$ cat config.mk
export PLATFORM = sky130hd
export DESIGN_NAME = regfile_multiport
export DESIGN_NICKNAME = d
export VERILOG_FILES = /design/src/rtl/regfile_pkg.sv /design/src/rtl/regfile_read_port.sv /design/src/rtl/regfile_multiport.sv
export SDC_FILE = /design/constraint.sdc
export NUM_CORES = 1
export LEC_CHECK = 0
export ABC_CLOCK_PERIOD_IN_PS = 2900
export CAP_MARGIN = 20
export CORE_UTILIZATION = 55
export CTS_BUF_LIST = sky130_fd_sc_hd__clkbuf_4 sky130_fd_sc_hd__clkbuf_8
export CTS_CLUSTER_DIAMETER = 150
export CTS_CLUSTER_SIZE = 20
export DETAILED_ROUTE_END_ITERATION = 12
export PLACE_DENSITY = 0.75
export SYNTH_ARGS = -nofsm -noshare
export SYNTH_HDL_FRONTEND = slang
export SYNTH_SLANG_ARGS = --single-unit
$ cat constraint.sdc
create_clock -name clk -period 2.9 [get_ports clk]
set_input_delay 0.58 -clock clk [delete_from_list [all_inputs] [get_ports clk]]
set_output_delay 0.58 -clock clk [all_outputs]
set_load 0.03 [all_outputs]
$ cat src/rtl/regfile_pkg.sv
// Shared definitions for the multiport register file.
// Contents: FSM state enum, default geometry, write-port priority helper.
// Optional feature macro used by the slice: REGFILE_BYPASS_EN.
package regfile_pkg;

  localparam int unsigned DEF_DATA_W = 32;
  localparam int unsigned DEF_DEPTH  = 32;
  localparam int unsigned MAX_READ   = 4;
  localparam int unsigned MAX_WRITE  = 2;
  localparam int unsigned WPORT_W    = 1;

  typedef enum logic {
    INIT = 1'b0,
    RUN  = 1'b1
  } state_t;

  typedef struct packed {
    logic               hit;
    logic [WPORT_W-1:0] idx;
  } win_t;

  // Picks the winning write port from a per-port address-match mask:
  // the highest-numbered matching port wins.
  function automatic win_t win_port(input logic [MAX_WRITE-1:0] hit);
    win_t r;
    r.hit = |hit;
    r.idx = '0;
    for (int unsigned w = 0; w < MAX_WRITE; w++) begin
      if (hit[w]) r.idx = WPORT_W'(w);
    end
    return r;
  endfunction

endpackage

$ cat src/rtl/regfile_read_port.sv
// One combinational read port of regfile_multiport.
// Ports:
//   running - high once the clear sweep has completed (gates data to zero otherwise)
//   addr    - read address; address 0 always reads zero
//   stored  - array contents at addr
//   wr_en/wr_addr/wr_data - write-port view, present only with REGFILE_BYPASS_EN
//   data    - read data
// Macro REGFILE_BYPASS_EN: forward same-cycle write data to the read.
module regfile_read_port
  import regfile_pkg::*;
#(
  parameter int unsigned DATA_W    = DEF_DATA_W,
`ifdef REGFILE_BYPASS_EN
  parameter int unsigned NUM_WRITE = 1,
`endif
  parameter int unsigned ADDR_W    = 5
) (
  input  logic                        running,
  input  logic [ADDR_W-1:0]           addr,
  input  logic [DATA_W-1:0]           stored,
`ifdef REGFILE_BYPASS_EN
  input  logic [NUM_WRITE-1:0]        wr_en,
  input  logic [NUM_WRITE*ADDR_W-1:0] wr_addr,
  input  logic [NUM_WRITE*DATA_W-1:0] wr_data,
`endif
  output logic [DATA_W-1:0]           data
);

  logic [DATA_W-1:0] fwd;

`ifdef REGFILE_BYPASS_EN
  logic [MAX_WRITE-1:0] hit;
  win_t                 win;

  always_comb begin
    hit = '0;
    for (int unsigned w = 0; w < NUM_WRITE; w++) begin
      hit[w] = wr_en[w] && (wr_addr[w*ADDR_W +: ADDR_W] == addr);
    end
    win = win_port(hit);
    fwd = stored;
    for (int unsigned w = 0; w < NUM_WRITE; w++) begin
      if (win.hit && (win.idx == WPORT_W'(w))) fwd = wr_data[w*DATA_W +: DATA_W];
    end
  end
`else
  assign fwd = stored;
`endif

  assign data = (!running || (addr == '0)) ? '0 : fwd;

endmodule

$ cat src/rtl/regfile_multiport.sv
// Parametrised register file: NUM_READ combinational read ports, NUM_WRITE
// synchronous write ports, register 0 hardwired to zero. After reset a sweep
// clears the array one entry per clock, so storage needs no per-entry reset.
// Ports:
//   clk, rstN  - clock (rising edge), asynchronous active-low reset
//   readReg    - NUM_READ packed read addresses, readData - packed read data
//   regWrite   - per-port write enables, writeReg/writeData - packed write ports
//   ready      - high once the clear sweep has completed
// Macro REGFILE_BYPASS_EN: write-to-read forwarding in RUN.
module regfile_multiport
  import regfile_pkg::*;
#(
  parameter int unsigned DATA_W    = DEF_DATA_W,
  parameter int unsigned DEPTH     = DEF_DEPTH,
  parameter int unsigned ADDR_W    = $clog2(DEPTH),
  parameter int unsigned NUM_READ  = 2,
  parameter int unsigned NUM_WRITE = 1
) (
  input  logic                        clk,
  input  logic                        rstN,
  input  logic [NUM_READ*ADDR_W-1:0]  readReg,
  output logic [NUM_READ*DATA_W-1:0]  readData,
  input  logic [NUM_WRITE-1:0]        regWrite,
  input  logic [NUM_WRITE*ADDR_W-1:0] writeReg,
  input  logic [NUM_WRITE*DATA_W-1:0] writeData,
  output logic                        ready
);

  if ((DEPTH < 2) || ((DEPTH & (DEPTH - 1)) != 0)) begin : g_bad_depth
    $error("regfile_multiport: DEPTH must be a power of two and at least 2");
  end
  if (ADDR_W != $clog2(DEPTH)) begin : g_bad_addr_w
    $error("regfile_multiport: ADDR_W must equal clog2(DEPTH)");
  end
  if ((NUM_READ < 1) || (NUM_READ > MAX_READ)) begin : g_bad_num_read
    $error("regfile_multiport: NUM_READ must be 1..4");
  end
  if ((NUM_WRITE < 1) || (NUM_WRITE > MAX_WRITE)) begin : g_bad_num_write
    $error("regfile_multiport: NUM_WRITE must be 1..2");
  end

  state_t            state;
  state_t            state_nxt;
  logic [ADDR_W-1:0] clearIdx;
  logic [DATA_W-1:0] mem [DEPTH];

  // ready mirrors the registered state, so it rises on the edge that
  // retires the final sweep write.
  always_ff @(posedge clk or negedge rstN) begin
    if (!rstN) begin
      state    <= INIT;
      clearIdx <= '0;
      ready    <= 1'b0;
    end else begin
      state <= state_nxt;
      ready <= (state_nxt == RUN);
      if (state == INIT) clearIdx <= clearIdx + ADDR_W'(1);
    end
  end

  always_comb begin
    state_nxt = state;
    case (state)
      INIT:    if (clearIdx == ADDR_W'(DEPTH - 1)) state_nxt = RUN;
      RUN:     state_nxt = RUN;
      default: state_nxt = INIT;
    endcase
  end

  // No reset on the array. Later loop iterations override earlier ones,
  // giving the highest-numbered port priority on a collision.
  always_ff @(posedge clk) begin
    if (state == INIT) begin
      mem[clearIdx] <= '0;
    end else begin
      for (int unsigned w = 0; w < NUM_WRITE; w++) begin
        if (regWrite[w] && (writeReg[w*ADDR_W +: ADDR_W] != '0)) begin
          mem[writeReg[w*ADDR_W +: ADDR_W]] <= writeData[w*DATA_W +: DATA_W];
        end
      end
    end
  end

  for (genvar i = 0; i < NUM_READ; i++) begin : g_rd
    regfile_read_port #(
      .DATA_W    (DATA_W),
`ifdef REGFILE_BYPASS_EN
      .NUM_WRITE (NUM_WRITE),
`endif
      .ADDR_W    (ADDR_W)
    ) u_rd (
      .running (ready),
      .addr    (readReg[i*ADDR_W +: ADDR_W]),
      .stored  (mem[readReg[i*ADDR_W +: ADDR_W]]),
`ifdef REGFILE_BYPASS_EN
      .wr_en   (regWrite),
      .wr_addr (writeReg),
      .wr_data (writeData),
`endif
      .data    (readData[i*DATA_W +: DATA_W])
    );
  end

endmodule

# Word-level counts from Yosys, hierarchy flattened
# Memory sizes are Yosys's and may differ from the RTL's.
# Index checks and enable logic that the tools add are counted.
# totals
register_bits	6
mem_bits_rw	1024
inputBits	50
output_inout_bits	65
wordCells	25
memories	1
# classes
add_sub_neg	1
n_eq_ne	1
muxes	11
bitwise	1
reduce_logical	8
# memory_table
name	depth	word_bits	read_ports	rd_ports_with_merged_regs	write_ports	line_no	text
mem	32	32	2	0	1	regfile_multiport.sv:45	logic [DATA_W-1:0] mem [DEPTH];
# ops
op	n
two-way mux 32 bit	3
OR reduction 32 bit	1
zero test 5 bit	2
two-way mux 1 bit	6
adder 5 x 1 -> 5 bit (second input constant)	1
equality test 5 bit (second input constant)	1
two-way mux 5 bit	1
nonzero test 5 bit	1
logical OR 1 bit	2
one-hot mux 1 bit (2 select lines)	1
logical AND 1 bit	1
zero test 1 bit	1
NOT 1 bit	1

# Depth between registers and ports, before layout
# depth
ltp_word	7
mapped_depth	9
ltp_nobuf	4

# Modules after synthesis
# From an unflattened synthesis, not the netlist that was laid out.
# hier_totals
cells_unflattened	3625
hier_area_um2	49914.1
# modules_own_cells
mod	n_inst	cells_each	area_each_um2	seq_area_each_um2
regfile_multiport	1	3475	49168.4	30899.6
regfile_read_port	2	75	372.9	0.0

# Worst setup path after synthesis
# No wires, ideal clock.
# synth_path
path_type	register -> register
from	register state
to	memory mem[19][0] (netlist bit) (enable)
setup_time_ns	0.421
arrival_time_ns	2.881
required_ns	2.479
slack_ns	-0.402
path_stages_with_launch	5
path_buffers	2
period_less_slack_ns	3.302
path_cell_list	dfrtp_1 clkbuf_1 buf_1 a41oi_1 nor2_1
# synth_between
elab_chain_cells	4
elab_cells_between_ends	6
classes_between	mux (5); reduce/logical (1)
# synth_lines
element	line_no	text
from (decl)	regfile_multiport.sv:42	state_t state;
from (signal assigned)	regfile_multiport.sv:55	state <= state_nxt;
two-way mux 1 bit	regfile_multiport.sv:73	if (state == INIT) begin
two-way mux 1 bit (not written as such)	regfile_multiport.sv:78	mem[writeReg[w*ADDR_W +: ADDR_W]] <= writeData[w*DATA_W +: DATA_W];
OR reduction 32 bit (no line)	--	
two-way mux 5 bit (no line) or two-way mux 1 bit (tied branches)	--	
to (decl)	regfile_multiport.sv:45	
# Parallel ways exist; a longest one is shown, timed or not.

# Worst setup path after layout
# layout_path
from	input readReg[4]
to	output readData[30]
# layout_between
elab_chain_cells	3
elab_cells_between_ends	4
classes_between	mux (1); reduce/logical (2); memory (1)
# layout_lines
element	line_no	text
from (decl)	regfile_multiport.sv:21	input logic [NUM_READ*ADDR_W-1:0] readReg,
branches (longest 2 deep; another with memory read (32 x 32 bit))	--	
two-way mux 32 bit *	regfile_read_port.sv:50	assign data = (!running || (addr == '0)) ? '0 : fwd;
to (decl)	regfile_multiport.sv:22	output logic [NUM_READ*DATA_W-1:0] readData,
# Every way passes the cells marked *.

==> reports/results.txt <==
status: finished, violations left
failing checks: setup timing
slew margin rel.: 25.0%
r2r worst-path depth: 6
Mapped Area: 47800 um^2
Avg Cell Area, Syn: 20.2 um^2
initial antenna violation count: 6
H-tree Lvls: 2
clock tree buffer depth: 3
async set-reset flop share out of synthesis: 0.583%
DR iter-0 viols: 3923
Routed Antenna Nets: 0
Core Region: 85700 um^2
Max Slew Vio Count: 0
Clock Skews: 0.0388 ns
worst setup margin: -0.295 ns
clock tree from TritonCTS: built
largest net degree at the start of global routing: 63
routed len/inst: 36.4 um
fin crit share: 110%
count of cell types in the netlist: 53
Synth warnings: 0
Net Sw Power: 6.23 mW
final hold vios: 0
CTS Buf Count: 57
combinational share of power: 13.7%
post-synthesis sequential area ratio: 64.6%
Sink Count: 1030
Die Area: 88100 um^2
DRC viols: 0
Crit. Startpoint: readReg[4]
sequential share of power: 62.5%
Hold Path Class: input pin to asynchronous set/reset pin
worst setup path end: readData[30]
Worst Path Required: 2.32 ns
first-pass GRT wire length: 203000 um
Synth Register Bits: 1030
vias in the first global route: 29022
worst slew pin tran: 1.13 ns
Max Cap Viol: 0
layout cells sized above 1: 42.6%
crit path launch type: input pin
Worst setup EP type: output port
Clock Latency Late Sink: 0.76 ns
DP HPWL: 87000 um
Clock transition at path regs: 0.11 ns
VDD IR max: 0.000342 V
TritonRoute pass-1 iters: 8
GRT overflow: 0
worst-path maximum fanout: 17
fmax: 313 MHz
internal cell power: 20.0 mW
fillcell total: 5286
Tot Pwr: 26.2 mW
Design Area, Final: 57300 um^2
Primary FF master, synth: edfxtp_1
Static Leak: 19.9 nW
final RePlAce weighted congestion: 0.866
most common cell after layout, fill and taps aside: edfxtp_1
number of synthesized flops with an enable pin: 1024
Root Buffer Master: clkbuf_8
Initial Util: 55.8%
Net Sw Frac: 23.8%
RSZ-0062 raised after global routing: yes
min Tclk post-route: 3.20 ns
Vias: 28205
Synth-to-Final Area Change: 19.8%
vias per cell: 7.26
num rows: 107
fin nets: 2779
most frequent cells in the layout: edfxtp_1, mux4_2, mux2i_1, buf_4, buf_12
GRT Overall Usage: 31.9%
placed cell area: 54200 um^2
syn nets: 2413
worst r2r src: state
Finished Core Util: 66.9%
Die Y-Extent: 297 um
Setup violations, final: 64
Arr. time, crit path: 2.62 ns
IO Pins: 115
r2r endpoint: mem[14][30]
Clock power frac: 23.8%
PortBufs: 114
R2R setup slack: 0.48 ns
pwr dens: 458 nW/um^2
Cells after Synth: 2361
die width: 297 um
Routed WL: 141000 um
WS Path Type: input pin to output port
==> cells in the mapped netlist, types with 31 or more instances <==
library cell | number | area share, %
o22a_1 | 33 | 0.60
a22oi_1 | 32 | 0.50
clkbuf_1 | 92 | 0.72
mux2i_1 | 254 | 5.3
buf_2 | 52 | 0.54
o22ai_1 | 32 | 0.42
and2_1 | 35 | 0.46
mux4_2 | 449 | 21
nor2_1 | 42 | 0.33
o221ai_1 | 63 | 1.2
a22o_1 | 32 | 0.59
a21oi_1 | 35 | 0.37
a211oi_1 | 31 | 0.49
edfxtp_1 | 1024 | 64
==> power by group through the flow <==
stage               registers (mW)  logic, mW  clock network (mW)
floorplan                     16.7       1.72                   0
global route                  16.4       3.71                6.73
finish                        16.4       3.59                6.24
global placement              16.7       3.11                   0
detailed placement            16.7       3.16                   0
CTS                           16.4       3.45                6.30
==> flip-flops by register name, summed over array words and instances, names as in the netlist <==
signal,cells
clearIdx,5
mem,1024
state,1
==> how the worst min path moves through the flow <==
| stage | from | endpoint | slack, ns | depth (start not counted) |
|---|---|---|---|---|
| after CTS | rstN | clearIdx[2] | 0.04 | 1 |
| after global placement | clearIdx[0] | clearIdx[0] | 0.57 | 1 |
| after detailed placement | clearIdx[0] | clearIdx[0] | 0.59 | 1 |
| final | rstN | clearIdx[0] | 0.09 | 1 |
| after global routing | rstN | clearIdx[0] | 0.08 | 1 |
| after floorplan | rstN | clearIdx[0] | 0.28 | 0 |
==> routing by layer <==
metal | GRT usage (%) | vias up | routed length, um
met5 | 0 | - | 40
met4 | 13.6 | 6 | 7130
met3 | 6.22 | 388 | 16100
met2 | 51.8 | 2060 | 69000
met1 | 42.5 | 14711 | 49100
li1 | - | 11040 | -
==> repair_timing <==
action	in CTS	in global routing
cloned	12	7
hold endpoints to repair	0	0
hold buffers	0	0
pin swaps	88	26
resized for setup	168	55
setup endpoints to repair	64	64
setup buffers	45	9
==> worst max-delay path, cell delays in order <==
cell,delay [ns]
clkdlybuf4s50_1,0.51
or4b_4,0.61
buf_12,0.19
o22a_1,0.27
o221ai_1,0.11
buf_4,0.20
buf_12,0.12
==> metrics by stage <==
stage | setup slack [ns] | std cells | setup TNS, ns | hold slack [ns]
finish | -0.295 | 3885 | -12.29 | 0.0879
global route | -0.344 | 3885 | -14.84 | 0.0840
CTS | -0.295 | 3869 | -12.42 | 0.0366
detailed placement | -0.716 | 3749 | -34.14 | 0.594
global placement | -0.716 | 3749 | -25.54 | 0.569
floorplan | -0.402 | 2361 | -161.15 | 0.284
==> final cells by class <==
type                    instances  area (um^2)  area share (%)
diodes                          2         5.00         0.00874
clock buffers                  68          867            1.51
clock inverters                 3         26.3          0.0459
inverters                       1         3.75         0.00655
multi-input cells            1133        17300            30.2
flip-flops and latches       1030        30900            53.9
well taps                    1144         1430            2.50
repair buffers                504         6720            11.7
==> kinds of logic (layout without fill, tap and decap cells) <==
logic type,count (synthesis),count (layout),share of synthesized area (%)
flops,1030,1030,64.6
mux,705,705,26.5
simple gates,118,118,1.31
other cells,0,2,0
buf+inv,198,576,2.20
xor+xnor,3,3,0.0550
fa+ha+maj,2,2,0.0523
compound gates,305,305,5.22
Power figures use the tool's default switching activity.
